[src/rtl/circuit1_accum_if.sv]
// Handshake and result bus between the circuit1 datapath and its batch accumulator.
// master (producer/controller side): drives i_start, i_in_valid, i_z and i_x;
//                                    observes o_in_ready, o_busy, o_done, o_sum_x, o_max_z and o_count.
// slave  (accumulator side):         the reverse directions.
interface circuit1_accum_if;
    localparam int unsigned Z_W   = 8;
    localparam int unsigned X_W   = 16;
    localparam int unsigned SUM_W = 24;
    localparam int unsigned CNT_W = 8;

    logic             i_start;
    logic             i_in_valid;
    logic [Z_W-1:0]   i_z;
    logic [X_W-1:0]   i_x;
    logic             o_in_ready;
    logic             o_busy;
    logic             o_done;
    logic [SUM_W-1:0] o_sum_x;
    logic [Z_W-1:0]   o_max_z;
    logic [CNT_W-1:0] o_count;

    modport master (
        output i_start, i_in_valid, i_z, i_x,
        input  o_in_ready, o_busy, o_done, o_sum_x, o_max_z, o_count
    );

    modport slave (
        input  i_start, i_in_valid, i_z, i_x,
        output o_in_ready, o_busy, o_done, o_sum_x, o_max_z, o_count
    );
endinterface

[src/rtl/circuit1_accum.sv]
// Batch accumulator for circuit1 results: after a Start it accepts N_SAMPLES
// (z, x) pairs, summing x and tracking the maximum z, then pulses Done once.
// Ports:
//   i_clk   - rising-edge clock
//   i_rst_n - asynchronous active-low reset
//   bus     - circuit1_accum_if.slave: start / valid / z / x in,
//             in_ready / busy / done / sum_x / max_z / count out
// N_SAMPLES must lie in 1..255, which also keeps the 24-bit sum from wrapping.
module circuit1_accum #(
    parameter int unsigned N_SAMPLES = 4
) (
    input  logic             i_clk,
    input  logic             i_rst_n,
    circuit1_accum_if.slave  bus
);
    localparam int unsigned SUM_W = 24;
    localparam int unsigned Z_W   = 8;
    localparam int unsigned CNT_W = 8;
    localparam logic [CNT_W-1:0] LAST_CNT = CNT_W'(N_SAMPLES - 1);

    typedef enum logic [1:0] {
        S_IDLE  = 2'd0,
        S_ACCUM = 2'd1,
        S_DONE  = 2'd2
    } state_t;

    state_t             r_state;
    state_t             w_next;
    logic               w_in_ready;
    logic               w_busy;
    logic               w_done;
    logic               w_accept;
    logic               w_clear;
    logic               r_in_ready;
    logic               r_busy;
    logic               r_done;
    logic [SUM_W-1:0]   r_sum_x;
    logic [Z_W-1:0]     r_max_z;
    logic [CNT_W-1:0]   r_count;

    // State register; the status outputs are registered copies of the next-state decode,
    // so they always match the current state without any path from the inputs.
    always_ff @(posedge i_clk or negedge i_rst_n) begin
        if (!i_rst_n) begin
            r_state    <= S_IDLE;
            r_in_ready <= 1'b0;
            r_busy     <= 1'b0;
            r_done     <= 1'b0;
        end else begin
            r_state    <= w_next;
            r_in_ready <= w_in_ready;
            r_busy     <= w_busy;
            r_done     <= w_done;
        end
    end

    // Next-state and status decode.
    always_comb begin
        w_next     = r_state;
        w_accept   = 1'b0;
        w_clear    = 1'b0;
        unique case (r_state)
            S_IDLE: begin
                if (bus.i_start) begin
                    w_clear = 1'b1;
                    w_next  = S_ACCUM;
                end
            end
            S_ACCUM: begin
                w_accept = bus.i_in_valid;
                if (bus.i_in_valid && (r_count == LAST_CNT)) begin
                    w_next = S_DONE;
                end
            end
            S_DONE: begin
                w_next = S_IDLE;
            end
            default: begin
                w_next = S_IDLE;
            end
        endcase
        w_in_ready = (w_next == S_ACCUM);
        w_busy     = (w_next != S_IDLE);
        w_done     = (w_next == S_DONE);
    end

    // Result registers: cleared when a batch starts, updated only on an accept.
    always_ff @(posedge i_clk or negedge i_rst_n) begin
        if (!i_rst_n) begin
            r_sum_x <= '0;
            r_max_z <= '0;
            r_count <= '0;
        end else if (w_clear) begin
            r_sum_x <= '0;
            r_max_z <= '0;
            r_count <= '0;
        end else if (w_accept) begin
            r_sum_x <= r_sum_x + SUM_W'(bus.i_x);
            r_max_z <= (bus.i_z > r_max_z) ? bus.i_z : r_max_z;
            r_count <= r_count + CNT_W'(1);
        end
    end

    assign bus.o_in_ready = r_in_ready;
    assign bus.o_busy     = r_busy;
    assign bus.o_done     = r_done;
    assign bus.o_sum_x    = r_sum_x;
    assign bus.o_max_z    = r_max_z;
    assign bus.o_count    = r_count;
endmodule
[src/flat_wrapper.sv]
// flat-port wrapper written by rule: the top's interface ports become plain ports
module circuit1_accum_flat 
#(
    parameter int unsigned N_SAMPLES = 4
)
  (i_clk, i_rst_n, bus_i_start, bus_i_in_valid, bus_i_z, bus_i_x, bus_o_in_ready, bus_o_busy, bus_o_done, bus_o_sum_x, bus_o_max_z, bus_o_count);
  circuit1_accum_if bus_i ();
  input  logic i_clk;
  input  logic i_rst_n;
  input wire logic [$bits(bus_i.i_start)-1:0] bus_i_start;
  input wire logic [$bits(bus_i.i_in_valid)-1:0] bus_i_in_valid;
  input wire logic [$bits(bus_i.i_z)-1:0] bus_i_z;
  input wire logic [$bits(bus_i.i_x)-1:0] bus_i_x;
  output wire logic [$bits(bus_i.o_in_ready)-1:0] bus_o_in_ready;
  output wire logic [$bits(bus_i.o_busy)-1:0] bus_o_busy;
  output wire logic [$bits(bus_i.o_done)-1:0] bus_o_done;
  output wire logic [$bits(bus_i.o_sum_x)-1:0] bus_o_sum_x;
  output wire logic [$bits(bus_i.o_max_z)-1:0] bus_o_max_z;
  output wire logic [$bits(bus_i.o_count)-1:0] bus_o_count;
  assign bus_i.i_start = bus_i_start;
  assign bus_i.i_in_valid = bus_i_in_valid;
  assign bus_i.i_z = bus_i_z;
  assign bus_i.i_x = bus_i_x;
  assign bus_o_in_ready = bus_i.o_in_ready;
  assign bus_o_busy = bus_i.o_busy;
  assign bus_o_done = bus_i.o_done;
  assign bus_o_sum_x = bus_i.o_sum_x;
  assign bus_o_max_z = bus_i.o_max_z;
  assign bus_o_count = bus_i.o_count;
  circuit1_accum #(.N_SAMPLES(N_SAMPLES)) u_core (.i_clk(i_clk), .i_rst_n(i_rst_n), .bus(bus_i));
endmodule
[config.mk]
export PLATFORM = sky130hd
export DESIGN_NAME = circuit1_accum_flat
export DESIGN_NICKNAME = d
export VERILOG_FILES = /design/src/rtl/circuit1_accum_if.sv /design/src/rtl/circuit1_accum.sv /design/src/flat_wrapper.sv
export SDC_FILE = /design/constraint.sdc
export NUM_CORES = 1
export LEC_CHECK = 0
export CORE_AREA = 2 2 78 80
export CTS_CLUSTER_SIZE = 20
export DETAILED_ROUTE_END_ITERATION = 6
export DIE_AREA = 0 0 80 82
export HOLD_SLACK_MARGIN = 0.15
export PLACE_DENSITY = 0.87
export SYNTH_ARGS = -nofsm -noshare
export SYNTH_HDL_FRONTEND = slang
export SYNTH_SLANG_ARGS = --single-unit
[constraint.sdc]
create_clock -name i_clk -period 6.7 [get_ports i_clk]
set_input_delay 1.34 -clock i_clk [delete_from_list [all_inputs] [get_ports i_clk]]
set_output_delay 1.34 -clock i_clk [all_outputs]
set_load 0.03 [all_outputs]
; Yosys cells after proc, flatten, opt, wreduce, memory -nomap -nowiden
; Index checks and enable logic that the tools add are counted.
[op_classes]
shift = 0
bitwise = 0
reduce_logical = 6
addsub = 2
n_lt_le_gt_ge = 1
muxes = 13
div_mod_pow = 0
eq_ne = 4
mul = 0
[op_table]
columns = operator, n
row1 = $mux W24, 2
row2 = $mux W8, 5
row3 = $add A24 B16 Y24, 1
row4 = $add A8 B1 Y8 const B, 1
row5 = $eq A8 B2 Y1 const B, 1
row6 = $gt A8 B8 Y1, 1
row7 = $reduce_bool A2 Y1, 3
row8 = $eq A2 B1 Y1 const B, 2
row9 = $mux W2, 2
row10 = $pmux W2 S2, 1
row11 = $mux W1, 3
row12 = $eq A2 B2 Y1 const B, 1
row13 = $logic_not A2 Y1, 1
row14 = $reduce_and A2 Y1, 1
row15 = $logic_and A1 B1 Y1, 1
[totals]
reg_bits = 45
ram_bits = 0
input_bits = 28
n_memories = 0
output_inout_bits = 43
latchBits = 0
elab_cells = 33
rom_bits = 0

; Depth between registers and ports, before layout
; Gate-level depths: netlist of run 1.
[logic_depth]
ltp_word = 5
depth_mapped = 9

; Worst setup path after synthesis of run 1
; OpenSTA, ideal clock, no wires.
[synth_path]
path_kind = input -> register
start = input port bus_i_x[0]
end = register u_core.r_sum_x[22], in the netlist u_core.bus.o_sum_x[22]
arrival_time_ns = 3.032
t_required_ns = 6.622
path_slack_ns = 3.590
cell_stages = 9
n_path_buf = 0
cell_sequence = ha_1 inv_1 fa_1 nor2b_4 o31a_1 o31a_1 a311oi_2 or3_1 a21oi_1
[synth_via]
elab_chain_len = 3
[synth_lines]
columns = item, line
row1 = start: declaration, flat_wrapper.sv:13  ; input wire logic [$bits(bus_i.i_x)-1:0] bus_i_x;
row2 = $add A24 B16 Y24, circuit1_accum.sv:98  ; r_sum_x <= r_sum_x + SUM_W'(bus.i_x);
row3 = $mux W24, circuit1_accum.sv:97  ; end else if (w_accept) begin
row4 = $mux W24, circuit1_accum.sv:93  ; end else if (w_clear) begin
row5 = end signal: assignment, circuit1_accum.sv:98
row6 = end: declaration, circuit1_accum.sv:37  ; logic [SUM_W-1:0] r_sum_x;
; Every way passes these cells. The select of a mux whose other input is x is not followed.
; A chain may end at the register's enable or synchronous reset.

; Worst setup path after layout of run 1
[layout_path]
start = input port bus_i_x[0]
end = register u_core.r_sum_x[18], in the netlist u_core.bus.o_sum_x[18]
; The elaborated chain is that of the path after synthesis.

==> results of run 1 <==
worst paths after layout:
| path | startpoint | slack (ns) | cells after the start | endpoint |
|---|---|---|---|---|
| setup / recovery | bus_i_x[0] | 3.20 | 10 | u_core.bus.o_sum_x[18]$_DFFE_PN0P_ |
| hold / removal | u_core.bus.o_sum_x[11]$_DFFE_PN0P_ | 0.53 | 2 | u_core.bus.o_sum_x[11]$_DFFE_PN0P_ |
| setup reg to reg | u_core.bus.o_sum_x[0]$_DFFE_PN0P_ | 4.29 | 9 | u_core.bus.o_sum_x[18]$_DFFE_PN0P_ |
| hold reg to reg | u_core.bus.o_sum_x[11]$_DFFE_PN0P_ | 0.53 | 2 | u_core.bus.o_sum_x[11]$_DFFE_PN0P_ |
| max in group asynchronous | i_rst_n | 4.86 | 1 | u_core.bus.o_max_z[1]$_DFFE_PN0P_ |
| min in group asynchronous | i_rst_n | 1.20 | 1 | u_core.bus.o_sum_x[5]$_DFFE_PN0P_ |
cells by family (layout without fill, tap and decap cells):
kind of cell / after synthesis / after routing / synth area share [%]
compound gates: 93 / 93 / 21.2
xor+xnor: 17 / 17 / 5.01
fa+ha+maj: 26 / 26 / 11.2
buf+inv: 25 / 93 / 3.41
flops: 45 / 45 / 37.9
mux: 9 / 9 / 3.32
simple gates: 102 / 102 / 18.0
power by group:
part / internal [mW] / total, mW / switching, mW
combinational: 0.473 / 1.11 / 0.641
sequential: 0.373 / 0.467 / 0.0936
clock: 0.112 / 0.213 / 0.102
total: 0.958 / 1.79 / 0.836
worst register-to-register path: cells and delay by family (launching register included):
| family | cells | cell delay [ns] |
|---|---|---|
| AO/OA/AOI/OAI | 4 | 0.76 |
| adder cells (fa/ha/maj) | 2 | 0.64 |
| AND/OR/NAND/NOR | 2 | 0.47 |
| flip-flops | 1 | 0.38 |
| buffers and inverters | 1 | 0.07 |
routing by layer:
layer | wire length (um) | global-route usage (%) | part of all wire [%] | vias to the layer above
met5 | 0 | 0 | 0 | -
met4 | 103 | 7.97 | 1.4 | 0
met3 | 267 | 2.75 | 3.7 | 9
met2 | 3810 | 42.3 | 53 | 62
met1 | 3040 | 27.6 | 42 | 1283
li1 | - | - | - | 1302
per-stage QoR:
step	power, mW	instances	cell area, um^2
2_1_floorplan	1.23	317	2970
3_5_place_dp	1.58	452	3730
6_report	1.79	460	3840
5_1_grt	1.92	460	3840
4_1_cts	1.80	460	3840
3_3_place_gp	1.54	452	3730
area by class of cell:
class,count,area (um^2)
fillers,466,1900
multi-input cells,247,1750
flip-flops and latches,45,1130
repair buffers,72,711
well taps,75,93.8
clock buffers,5,68.8
inverters,13,48.8
clock inverters,3,46.3
placed cells by master (no fill, tap or decap), types with 3 or more instances in the layout:
cell | Yosys | layout
a21o_1 | 8 | 8
a21oi_1 | 19 | 19
a22o_1 | 4 | 4
a31oi_1 | 3 | 3
and3_1 | 7 | 7
clkbuf_8 | 0 | 5
clkdlybuf4s50_1 | 0 | 69
dfrtp_1 | 45 | 45
ha_1 | 25 | 25
inv_1 | 13 | 13
mux2_2 | 6 | 6
nand2_1 | 26 | 26
nand3_1 | 6 | 6
nand4_1 | 10 | 10
nor2_1 | 26 | 26
nor3_1 | 4 | 4
o211ai_1 | 7 | 7
o21ai_0 | 22 | 22
o21ai_1 | 6 | 6
o31ai_1 | 3 | 3
or3_1 | 5 | 5
xnor2_1 | 5 | 5
xor2_1 | 12 | 12
flip-flops by register name, summed over array words and instances, names as in the netlist:
signal / cells
u_core.bus.o_busy: 1
u_core.bus.o_count: 8
u_core.bus.o_done: 1
u_core.bus.o_in_ready: 1
u_core.bus.o_max_z: 8
u_core.bus.o_sum_x: 24
u_core.r_state: 2
==> impl_metrics.json, run 1 <==
{
  "wl_mm": 7.22,
  "die_area_mm2": 0.00656,
  "post_drt_wl_per_cell_um": 15.7,
  "synth_seq_area_share_pct": 37.9,
  "cap_violations": 0,
  "skew_ns": 0.00695,
  "synth_cells": 317,
  "path_class": "input port to register",
  "port_buffers": 70,
  "cts_tree": "built",
  "tightest_slew_ns": 1.03,
  "rows": 28,
  "clock-sinks": 45,
  "postSynthRegisterBits": 45,
  "area_growth_pct": 29.2,
  "cts_root_buf": "clkbuf_8",
  "die_h_um": 82,
  "drv_slew": 0,
  "setup_slack_ns": 3.20,
  "rsz0062_at_grt": "false",
  "synthTopCellsByArea": "dfrtp_1 (38%), ha_1 (11%), o21ai_0 (3.7%)",
  "synth-async-reset-ratio_pct": 100,
  "grt_use_total_pct": 22.9,
  "final_util_pct": 66.9,
  "synth_commonest_cells": "dfrtp_1 (45), nand2_1 (26), nor2_1 (26)",
  "antenna_found_initial": 0,
  "p_leak_nw": 1.69,
  "path_max_fanout": 4,
  "fp.dieW_um": 80,
  "pre_cts_ws_ns": 2.90,
  "syn_nets": 371,
  "outcome": "completed",
  "antenna_cells": 0,
  "final_hold_viol_count": 0,
  "cp-end-kind": "register",
  "cts_buffer_depth": 2,
  "fmax_mhz": 286,
  "dpl.hpwl_mm": 5.37,
  "grt_first_pass_wirelength_mm": 11.9,
  "via_per_inst": 5.77,
  "crit_top_cell": "o31a_1",
  "layout_min_cycle_time_ns": 3.50,
  "holdWs_ns": 0.533,
  "ir_drop_mv": 0.251,
  "numCtsBuffers": 5,
  "avgSynthCellArea_um2": 9.38,
  "hold_path_class": "register to register",
  "core_mm2": 0.00575,
  "final_nets": 438,
  "period_share_pct": 52.2,
  "final_layout_size_suffix_gt1_share_pct": 7.53,
  "yosys_warnings": 0,
  "power_density_mw_per_mm2": 467,
  "io_pins": 71,
  "synth_top_area_cell": "dfrtp_1",
  "crit_family": "compound AO/OA/AOI/OAI gates",
  "syn_area_mm2": 0.00297,
  "grt_pass1_vias": 2644,
  "ys.flop_type": "dfrtp_1",
  "setup_viol": 0,
  "place_congestion": 0.873,
  "clk_latency_ns": 0.31,
  "synth_top_area_share_pct": 37.9,
  "synth_edf_count": 0,
  "start_util_pct": 51.8,
  "vias": 2656,
  "path_cells": "clkdlybuf4s50_1 -> ha_1 -> inv_1 -> fa_1 -> nor2b_4 -> o31a_1 -> o31a_1 -> a311oi_2 -> or3_1 -> a21oi_1",
  "slew_headroom_pct": 31.4,
  "first_pass_iters": 4,
  "ys_types": 55,
  "ant_nets": 0,
  "ctsResizeCount": 0,
  "dr.first_iter.drc_count": 133,
  "overflow": 0,
  "critPathMaxStageDelay_ns": 0.46,
  "clk_pin_slew_ns": 0.09,
  "post_cts_buffers": 0,
  "setup-tns-final_ns": 0,
  "slowest_stage": "clkdlybuf4s50_1",
  "h-tree-depth": 2,
  "yosysMostFrequentCell": "dfrtp_1",
  "path_buf_inv": 2,
  "arrival_ns": 3.73,
  "ctsHoldBuffers": 0,
  "route.detailed.drc": 0,
  "startpoint_type": "input port",
  "grt_max_degree": 46,
  "cp.required_ns": 6.93
}
Note: power is estimated with default switching activity, not from simulation.
==> run 2: changes to the inputs <==
Settings changed: CORE_AREA 2 2 78 80 to 2 2 85 87, DIE_AREA 0 0 80 82 to 0 0 87 89, PLACE_DENSITY 0.87 to 0.78.
Clock period 6.7 ns to 2.95 ns, I/O delays scaled along.
==> impl_metrics.json, run 2 (synthesis results as in run 1) <==
{
  "cts_root_buf": "clkbuf_8",
  "crit_family": "compound AO/OA/AOI/OAI gates",
  "dpl.hpwl_mm": 5.49,
  "overflow": 0,
  "fmax_mhz": 381,
  "grt_use_total_pct": 19.4,
  "grt_first_pass_wirelength_mm": 11.9,
  "pwr-share-clk_pct": 9.6,
  "die_h_um": 89,
  "cts_tree": "built",
  "nFillCells": 594,
  "instances_no_fill": 477,
  "ctsResizeCount": 0,
  "combPwrFrac_pct": 64.3,
  "r2r_setup_slack_ns": 0.66,
  "ff_latch_area_mm2": 0.00113,
  "reg2reg_depth": 10,
  "hold_path_class": "input port to asynchronous set/reset pin",
  "switching_share_pct": 46.8,
  "placed_cells": 469,
  "h-tree-depth": 2,
  "slew_headroom_pct": 31.6,
  "clock-sinks": 45,
  "post_cts_buffers": 0,
  "setup-tns-final_ns": 0,
  "startpoint_type": "input port",
  "ctsHoldBuffers": 0,
  "dpl_cell_area_mm2": 0.00382,
  "final_nets": 450,
  "layout_min_cycle_time_ns": 2.63,
  "die_area_mm2": 0.00774,
  "ant_nets": 0,
  "antenna_found_initial": 0,
  "path_cells": "clkdlybuf4s50_1 -> ha_1 -> inv_1 -> fa_1 -> nor2b_4 -> o31a_1 -> buf_4 -> o211ai_1 -> a21o_1 -> a211o_1 -> nand3_1",
  "slowest_stage": "clkdlybuf4s50_1",
  "final_util_pct": 58.2,
  "cp.depth": 11,
  "seqPwrFrac_pct": 26.1,
  "cts_buffer_depth": 2,
  "skew_ns": 0.00447,
  "fp.dieW_um": 87,
  "antenna_cells": 0,
  "multi_input_area_mm2": 0.00175,
  "power.switching_mw": 1.90,
  "clk_pin_slew_ns": 0.09,
  "first_pass_iters": 4,
  "path_max_fanout": 3,
  "start_util_pct": 44.3,
  "drv_slew": 0,
  "rows": 30,
  "numCtsBuffers": 5,
  "critPathMaxStageDelay_ns": 0.46,
  "path_buf_inv": 3,
  "setup_viol": 0,
  "wl_mm": 7.29,
  "cp.required_ns": 3.19,
  "path_class": "input port to register",
  "largest_register_ffs": 24,
  "period_share_pct": 89.0,
  "post_drt_wl_per_cell_um": 15.3,
  "final_cell_area_mm2": 0.00391,
  "outcome": "completed",
  "route.detailed.drc": 0,
  "grt_max_degree": 46,
  "layout_common_cells": "clkdlybuf4s50_1 (69), dfrtp_1 (45), nor2_1 (26), nand2_1 (26), ha_1 (25)",
  "final_hold_viol_count": 0,
  "cp-end-kind": "register",
  "io_pins": 71,
  "tightest_slew_ns": 1.03,
  "power_density_mw_per_mm2": 1040,
  "p_int_mw": 2.16,
  "ir_drop_mv": 0.477,
  "holdWs_ns": 0.463,
  "final_layout_size_suffix_gt1_share_pct": 10.1,
  "vias": 2688,
  "core_mm2": 0.00672,
  "cap_violations": 0,
  "rsz0062_at_grt": "false",
  "port_buffers": 70,
  "arrival_ns": 2.86,
  "grt_pass1_vias": 2560,
  "via_per_inst": 5.64,
  "place_congestion": 0.889,
  "final_common_cell": "clkdlybuf4s50_1",
  "area_growth_pct": 31.5,
  "dr.first_iter.drc_count": 164,
  "p_leak_nw": 1.73,
  "clk_latency_ns": 0.30
}
## run 2: routing by layer
layer | share of wire (%) | routed length (um) | global-route usage (%)
met5 | 0 | 0 | 0
met2 | 49 | 3570 | 32.3
met1 | 45 | 3300 | 26.0
met3 | 4.3 | 311 | 3.79
met4 | 1.4 | 99 | 5.26
## run 2: final cells by class
class	instances	share of cell area [%]
inverter	13	1.25
clock inverter	2	0.384
clock buffer	6	1.86
timing repair buffer	84	20.5
tap	80	2.56
multi-input combinational	247	44.7
sequential	45	28.8
## run 2: stage by stage
| step | setup slack, ns | total power [mW] |
|---|---|---|
| CTS | 0.351 | 4.08 |
| global placement | 0.112 | 3.62 |
| floorplan | 0.590 | 2.79 |
| global route | 0.172 | 4.37 |
| finish | 0.323 | 4.06 |
| detailed placement | 0.0597 | 3.67 |
## run 2: path summary, 6_finish.rpt
path / start / end
max in group asynchronous: i_rst_n / u_core.bus.o_in_ready$_DFF_PN0_
setup reg to reg: u_core.bus.o_sum_x[0]$_DFFE_PN0P_ / u_core.bus.o_sum_x[22]$_DFFE_PN0P_
min in group i_clk: u_core.bus.o_sum_x[8]$_DFFE_PN0P_ / u_core.bus.o_sum_x[8]$_DFFE_PN0P_
hold / removal: i_rst_n / u_core.bus.o_sum_x[7]$_DFFE_PN0P_
setup / recovery: bus_i_x[0] / u_core.bus.o_sum_x[14]$_DFFE_PN0P_
hold reg to reg: u_core.bus.o_sum_x[8]$_DFFE_PN0P_ / u_core.bus.o_sum_x[8]$_DFFE_PN0P_
## run 2: power groups by stage
stage | Sequential, mW | Clock, mW | Combinational, mW
floorplan | 1.45 | 0 | 1.33
global placement | 1.06 | 0 | 2.56
detailed placement | 1.07 | 0 | 2.60
CTS | 1.06 | 0.397 | 2.62
global route | 1.09 | 0.426 | 2.85
finish | 1.06 | 0.389 | 2.61
